<file path="config.mk">
export PLATFORM = sky130hd
export DESIGN_NAME = intv_timer_arb_flat
export DESIGN_NICKNAME = d
export VERILOG_FILES = /design/src/rtl/intv_timer_arb_pkg.sv /design/src/rtl/intv_timer_arb_if.sv /design/src/rtl/intv_timer_arb_ld_counter.sv /design/src/rtl/intv_timer_arb.sv /design/src/flat_wrapper.sv
export SDC_FILE = /design/constraint.sdc
export NUM_CORES = 1
export LEC_CHECK = 0
export CAP_MARGIN = 5
export CORE_MARGIN = 2
export CORE_UTILIZATION = 35
export DETAILED_ROUTE_END_ITERATION = 8
export DONT_BUFFER_PORTS = 1
export PLACE_DENSITY_LB_ADDON = 0.2
export REMOVE_ABC_BUFFERS = 1
export SYNTH_ARGS = -nofsm -noshare
export SYNTH_HDL_FRONTEND = slang
export SYNTH_SLANG_ARGS = --single-unit
</file>
<file path="constraint.sdc">
create_clock -name clk -period 4.1 [get_ports clk]
set_input_delay 0.82 -clock clk [delete_from_list [all_inputs] [get_ports clk]]
set_output_delay 0.82 -clock clk [all_outputs]
set_load 0.01 [all_outputs]
</file>
<file path="src/rtl/intv_timer_arb_pkg.sv">
// Shared types and helpers for the interval-timer arbiter: FSM state encoding,
// counter limits and the round-robin selection function.
package intv_pkg;

   localparam int W_DEF   = 3;
   localparam int CNT_MAX = (1 << W_DEF) - 1;

   typedef enum logic [1:0] {
      IDLE  = 2'd0,
      LOAD  = 2'd1,
      COUNT = 2'd2,
      DONE  = 2'd3
   } state_t;

   // First asserted requester after `last`, searching cyclically over n requesters.
   function automatic logic [1:0] rr_pick(input logic [3:0] req, input logic [1:0] last, input int n);
      logic [1:0] pick;
      logic [1:0] sel;
      logic       found;
      int         idx;
      pick  = last;
      found = 1'b0;
      for (int i = 1; i <= 4; i++) begin
         idx = (int'(last) + i) % n;
         sel = 2'(idx);
         if (i <= n && !found && req[sel]) begin
            pick  = sel;
            found = 1'b1;
         end
      end
      return pick;
   endfunction

endpackage

</file>
<file path="src/rtl/intv_timer_arb_if.sv">
// Requester-side bundle of the interval-timer arbiter: request/length inputs,
// grant/done/busy status and the observed counter value.
interface intv_timer_arb_if #(
   parameter int N_REQ = 2,
   parameter int W     = intv_pkg::W_DEF
);
   logic [N_REQ-1:0]   req;
   logic [N_REQ*W-1:0] len;
   logic [N_REQ-1:0]   gnt;
   logic [N_REQ-1:0]   done;
   logic               busy;
   logic [W-1:0]       cnt;

   modport master (output req, len, input gnt, done, busy, cnt);
   modport slave  (input req, len, output gnt, done, busy, cnt);
endinterface

</file>
<file path="src/rtl/intv_timer_arb_ld_counter.sv">
// Loadable W-bit synchronous up-counter; load wins over enable, wraps modulo 2^W.
module ld_counter #(
   parameter int W = 3
) (
   input  logic         clk,
   input  logic         nrst,
   input  logic         ld,
   input  logic [W-1:0] d,
   input  logic         en,
   output logic [W-1:0] q
);
   always_ff @(posedge clk or negedge nrst) begin
      if (!nrst) begin
         q <= '0;
      end else if (ld) begin
         q <= d;
      end else if (en) begin
         q <= q + 1'b1;
      end
   end
endmodule

</file>
<file path="src/rtl/intv_timer_arb.sv">
// Round-robin scheduler sharing one loadable counter between N_REQ requesters;
// each granted interval runs len cycles (0 means 2^W) and ends with a done pulse.
module intv_timer_arb
   import intv_pkg::*;
#(
   parameter int N_REQ = 2,
   parameter int W     = W_DEF
) (
   input  logic             clk,
   input  logic             nrst,
   intv_timer_arb_if.slave  bus
);
   localparam logic [W-1:0] CNT_TOP = '1;

   state_t           state_reg;
   logic [1:0]       owner_reg;
   logic [1:0]       last_reg;
   logic [N_REQ-1:0] gnt_reg;
   logic [N_REQ-1:0] done_reg;
   logic             busy_reg;

   logic [1:0]       pick;
   logic [3:0]       req_ext;
   logic [W-1:0]     len_arr [4];
   logic [W-1:0]     len_own;
   logic [W-1:0]     ld_val;
   logic [W-1:0]     cnt_q;
   logic             req_own;
   logic             ld;
   logic             en;

   assign req_ext = 4'(bus.req);

   for (genvar gi = 0; gi < 4; gi++) begin : g_len
      if (gi < N_REQ) begin : g_used
         assign len_arr[gi] = bus.len[gi*W +: W];
      end else begin : g_unused
         assign len_arr[gi] = '0;
      end
   end

   assign pick    = rr_pick(req_ext, last_reg, N_REQ);
   assign req_own = req_ext[owner_reg];
   assign len_own = len_arr[owner_reg];
   // Starting at 2^W - len makes the wrap to zero land exactly len enables later.
   assign ld_val  = '0 - len_own;
   // Gating with req_own keeps cnt untouched on the abort edge.
   assign ld      = (state_reg == LOAD)  && req_own;
   assign en      = (state_reg == COUNT) && req_own;

   ld_counter #(.W(W)) u_cnt (
      .clk  (clk),
      .nrst (nrst),
      .ld   (ld),
      .d    (ld_val),
      .en   (en),
      .q    (cnt_q)
   );

   always_ff @(posedge clk or negedge nrst) begin
      if (!nrst) begin
         state_reg <= IDLE;
         owner_reg <= '0;
         last_reg  <= 2'(N_REQ - 1);
         gnt_reg   <= '0;
         done_reg  <= '0;
         busy_reg  <= 1'b0;
      end else begin
         case (state_reg)
            IDLE: begin
               if (|bus.req) begin
                  owner_reg <= pick;
                  gnt_reg   <= N_REQ'(4'b0001 << pick);
                  busy_reg  <= 1'b1;
                  state_reg <= LOAD;
               end
            end
            LOAD, COUNT: begin
               if (!req_own) begin
                  last_reg  <= owner_reg;
                  gnt_reg   <= '0;
                  busy_reg  <= 1'b0;
                  state_reg <= IDLE;
               end else if (state_reg == LOAD) begin
                  state_reg <= COUNT;
               end else if (cnt_q == CNT_TOP) begin
                  done_reg  <= gnt_reg;
                  state_reg <= DONE;
               end
            end
            DONE: begin
               last_reg  <= owner_reg;
               gnt_reg   <= '0;
               done_reg  <= '0;
               busy_reg  <= 1'b0;
               state_reg <= IDLE;
            end
            default: state_reg <= IDLE;
         endcase
      end
   end

   assign bus.gnt  = gnt_reg;
   assign bus.done = done_reg;
   assign bus.busy = busy_reg;
   assign bus.cnt  = cnt_q;

endmodule

</file>
<file path="src/flat_wrapper.sv">
// flat-port wrapper written by rule: the top's interface ports become plain ports
module intv_timer_arb_flat import intv_pkg::*;
#(
   parameter int N_REQ = 2,
   parameter int W     = W_DEF
)
  (clk, nrst, bus_req, bus_len, bus_gnt, bus_done, bus_busy, bus_cnt);
  intv_timer_arb_if #(.N_REQ(N_REQ), .W(W)) bus_i ();
  input  logic clk;
  input  logic nrst;
  input wire logic [$bits(bus_i.req)-1:0] bus_req;
  input wire logic [$bits(bus_i.len)-1:0] bus_len;
  output wire logic [$bits(bus_i.gnt)-1:0] bus_gnt;
  output wire logic [$bits(bus_i.done)-1:0] bus_done;
  output wire logic [$bits(bus_i.busy)-1:0] bus_busy;
  output wire logic [$bits(bus_i.cnt)-1:0] bus_cnt;
  assign bus_i.req = bus_req;
  assign bus_i.len = bus_len;
  assign bus_gnt = bus_i.gnt;
  assign bus_done = bus_i.done;
  assign bus_busy = bus_i.busy;
  assign bus_cnt = bus_i.cnt;
  intv_timer_arb #(.N_REQ(N_REQ), .W(W)) u_core (.clk(clk), .nrst(nrst), .bus(bus_i));
endmodule
</file>
# Yosys cells after proc, flatten, opt, wreduce, memory -nomap -nowiden
# Index checks and enable logic that the tools add are counted.
# totals
ff_bits	14
# classes
shifts	1
n_lt_le_gt_ge	4
n_eq_ne	10
n_reduce_logical	14
n_addsub	4
muxes	31
bitwise	3
# ops
op	n
2-bit 2-to-1 mux	12
3-bit 2-to-1 mux	4
2-bit case mux with 3 select lines	2
2-bit by 3-bit < comparator with 1-bit output, second input constant	3
2-bit case mux with 2 select lines	2
2-bit AND reduction	4
1-bit binary-select mux with 2-bit select	3
3-bit binary-select mux with 2-bit select	1
1-bit 2-to-1 mux	6
2-bit by 1-bit inequality test with 1-bit output, second input constant	3
2-bit equality test, second input constant	2
2-bit inequality test, second input constant	2
4-bit inequality test, second input constant	1
4-bit AND reduction	1
2-bit nonzero test	2
2-bit OR reduction	2
3-bit by 1-bit adder with 3-bit output, second input constant	1
3-bit equality test, second input constant	1
3-bit >= comparator, second input constant	1
1-bit logical AND	3
2-bit NOT with 3-bit output	1
1-bit case mux with 3 select lines	1
1-bit by 3-bit subtractor with 3-bit output, first input constant	1
1-bit adder, second input constant	2
5 further kinds	6

# Longest topological paths before layout
# logic_depth
ltp_word	11
ltp_mapped	6
mapped_depth_nobuf	5

# Hierarchy
# A second synthesis with hierarchy kept.
# hier_totals
hier_cells	87
hier_area_um2	939.7
# by_module_without_submodules
mod	instances	area_per_inst_um2	seq_area_each_um2	cells_per_inst
intv_timer_arb	1	785.8	276.5	73
ld_counter	1	153.9	75.1	14

# Worst setup path before layout
# OpenSTA, ideal clock, no wires.
# synth_timing
path_type	in2reg
start	input port bus_req[0]
end	register u_core.done_reg[0] (netlist: u_core.bus.done[0])
n_path_buf	0
path_slack_ps	2332
required_ps	3975
arrival_time_ps	1643
cell_stages	3
setup_ps	125
cell_sequence	mux2_4 a41oi_2 mux2_2
# synth_via
elab_chain_len	4
# synth_rtl
element	line_no	rtl
start, declared	flat_wrapper.sv:11	input wire logic [$bits(bus_i.req)-1:0] bus_req;
1-bit binary-select mux with 2-bit select	intv_timer_arb.sv:43	assign req_own = req_ext[owner_reg];
1-bit 2-to-1 mux (not written as such)	intv_timer_arb.sv:43	
2-bit by 1-bit inequality test with 1-bit output (no source line)	--	
4-bit AND reduction (no source line)	--	
end signal, assigned	intv_timer_arb.sv:87	done_reg <= gnt_reg;
end, declared	intv_timer_arb.sv:19	logic [N_REQ-1:0] done_reg;
# No other way between the ends. The select of a mux whose other input is x is not followed.
# A chain may end at the register's enable or synchronous reset.

# Worst setup path after layout
# layout_timing
start	register u_core.state_reg[0]
end	register u_core.state_reg[0]
# layout_via
elab_chain_len	4
elab_cells_between_ends	11
# layout_rtl
element	line_no	rtl
start, declared	intv_timer_arb.sv:15	state_t state_reg;
start signal, assigned	intv_timer_arb.sv:62	state_reg <= IDLE;
start signal, assigned	intv_timer_arb.sv:75	state_reg <= LOAD;
start signal, assigned	intv_timer_arb.sv:83	state_reg <= IDLE;
2-bit by 1-bit equality test with 1-bit output or 2-bit equality test (tied branches)	intv_timer_arb.sv:69, intv_timer_arb.sv:84	
2-bit 2-to-1 mux or 2-bit OR reduction (tied branches)	intv_timer_arb.sv:84, intv_timer_arb.sv:69	
2-bit 2-to-1 mux or 4-bit inequality test (tied branches)	--	
2-bit case mux with 3 select lines or 2-bit AND reduction (tied branches)	--	
# Parallel ways exist; a longest one is shown, timed or not.

==> reports/metrics.cfg <==
[place]
dp_hpwl_um=1349
place.port_buffers=0
final_weighted_congestion_in_routability_driven_placement=0.8048
detailed_place.area_um2=922.1

[clocking]
clk-insertion-delay-late_ns=0.28
cts.path.max_buffers=2
clk_pin_slew_ns=0.09
cts-resized-gates=0
holdBufCountCts=0
cts_sinks=13
cts-root-buf=sky130_fd_sc_hd__clkbuf_4
h-tree-depth=1
tritoncts=yes
numCtsBuffers=3
postCtsSetupRepairBufs=0

[logic_synthesis]
netlist_instances=91
synth_sequential_area_ratio_pct=35.80
post_synth_main_area_contributors=sky130_fd_sc_hd__dfrtp_1 (33%), sky130_fd_sc_hd__ha_1 (11%), sky130_fd_sc_hd__mux2_2 (6.2%)
synth.lib_cells_used.distinct=32
synth_top_area_share_pct=32.92
ys_ff_latch=13
mappedNetlistArea_um2=912.1
synth-async-reset-ratio_pct=100.0
ys.warnings.count=0
synth_largest_area_cell=sky130_fd_sc_hd__dfrtp_1
synthesis.area_per_instance_um2=10.02
synth_top_flop_cell=sky130_fd_sc_hd__dfrtp_1
synth_enable_flop_cells=0

[power]
worst_ir_drop_vdd_uv=334.7
power_density_mw_per_mm2=852.3
pleak_nw=0.4159
report.power.total_mw=0.8094

[timing]
slew_viol_final=0
rsz_0062_raised_after_global_routing=no
fin_worst_hold_slack_ns=0.2157
timing.final.crit_share_pct=45.30
final_period_demand_of_the_worst_path_ns=1.857
fmaxAchievable_ghz=0.5384
final_hold_viol_count=0
final.setup_skew_ns=0.01028
worst-slew-pin-transition_ns=0.4840
final.setup.tns_ns=0
setup_viols_final=0
timing.max_slew.rel_slack_pct=67.67

[final_layout]
fin_area_um2=949.7
largest_register_ffs=3
n_antenna_cell=0
layout.cells.most_common_list=sky130_fd_sc_hd__nor2_1 (12), sky130_fd_sc_hd__dfrtp_1 (12), sky130_fd_sc_hd__ha_1 (8)
largest_register=u_core.u_cnt.q
fillerInstances=259
drive_above_1_share_pct=17.39
final_nets=111
synthToLayoutAreaGrowth_pct=4.115

[setup_path]
r2r.worst_path.cells=5
regToRegSetupSlack_ns=2.24
critical_path.startpoint_type=flop
worst-endpoint-arrival_ns=2.09
criticalPathCategory=reg2reg
crit_path_max_fanout=10
timing.critical_path.required_ns=4.33
worst_setup_path_end_kind=flop

[worst_hold_path]
holdCritPathClass=in2async

[die]
ios=18
std_cell_rows=18
design.core.area_mm2=0.002477
starting_utilization_of_the_core_area_pct=36.82
die_wd_um=55.05
floorplan.die.height_um=55.05
fp.dieArea_mm2=0.003031

[grt]
grt_pass1_wl_um=3146
grt_usage_pct=14.51
grt_antenna_before_repair=0
number_of_global_route_vias_before_repair=672
gr-total-overflow=0
pin_count_of_the_biggest_net_entering_global_routing=14

[drt]
routed_wire_length_per_instance_um=14.69
initialDrtViolationCount=11
drt_wl_total_um=1792
detail-route-antenna-nets=0
drt_first_pass_iters=4
routed-via-count=663
route.detailed.vias_per_inst=5.434
post-route-drc-count=0

[run_status]
run_status=finished clean

[run]
timing.max_cap.violations=0

==> per-layer routing <==
layer	vias to the layer above	GRT usage, %	part of all wire [%]
met4	0	8.943	0.78
met1	316	19.80	50
met3	2	2.419	2.5
li1	336	-	-
met2	9	21.23	47
met5	-	0	0
==> synth_stat cells, drive strengths merged (2+ instances only) <==
cell type	count
a21oi	3
a31oi	3
a32oi	2
a41oi	2
buf	3
dfrtp	12
ha	8
inv	5
mux2	6
mux2i	3
nand2	3
nand3	3
nor2	12
nor2b	4
nor3	3
nor3b	2
o211ai	3
o21ai	2
==> cells by family after synthesis <==
group                    Yosys count  share of synthesized area [%]
buffers and inverters              8                          5.075
multiplexers                       9                          11.11
flip-flops                        13                          35.80
XOR/XNOR                           1                         0.9604
AO/OA/AOI/OAI                     22                          20.03
AND/OR/NAND/NOR                   30                          16.05
adder cells (fa/ha/maj)            8                          10.97
==> metrics by stage <==
stage	utilization (%)	setup slack, ns	std cells
6_report	38.33	2.243	122
5_1_grt	38.33	1.987	122
4_1_cts	38.33	2.246	122
3_5_place_dp	37.22	2.225	118
3_3_place_gp	37.22	2.217	118
2_1_floorplan	-	2.289	88
==> worst paths after layout <==
path | start | endpoint
setup / recovery | u_core.state_reg[0] | u_core.state_reg[0]
hold / removal | nrst | u_core.bus.busy
setup reg to reg | u_core.state_reg[0] | u_core.state_reg[0]
hold reg to reg | u_core.bus.busy | u_core.bus.busy
max in group asynchronous | nrst | u_core.last_reg[0]
min in group clk | u_core.bus.busy | u_core.bus.busy
==> worst max-delay path, cell delays in order, from the launching register on <==
cell	delay [ns]
sky130_fd_sc_hd__dfrtp_1	0.44
sky130_fd_sc_hd__inv_1	0.12
sky130_fd_sc_hd__ha_1	0.37
sky130_fd_sc_hd__nor3b_1	0.48
sky130_fd_sc_hd__mux2i_1	0.23
sky130_fd_sc_hd__o311a_1	0.17
==> layout make-up <==
class	count	area (µm²)	area share [%]
multi-input combinational	70	539.3	56.79
tap	30	37.54	3.953
clock buffer	3	22.52	2.372
inverter	5	18.77	1.976
clock inverter	1	5.005	0.5270
sequential	13	326.6	34.39
==> where the power goes <==
group          internal, mW  switching, mW  total (mW)
Sequential            0.191         0.0762       0.267
Clock                0.0362         0.0463      0.0825
Combinational         0.221          0.239       0.460
Total                 0.448          0.362       0.809
Note: power is estimated with default switching activity, not from simulation.
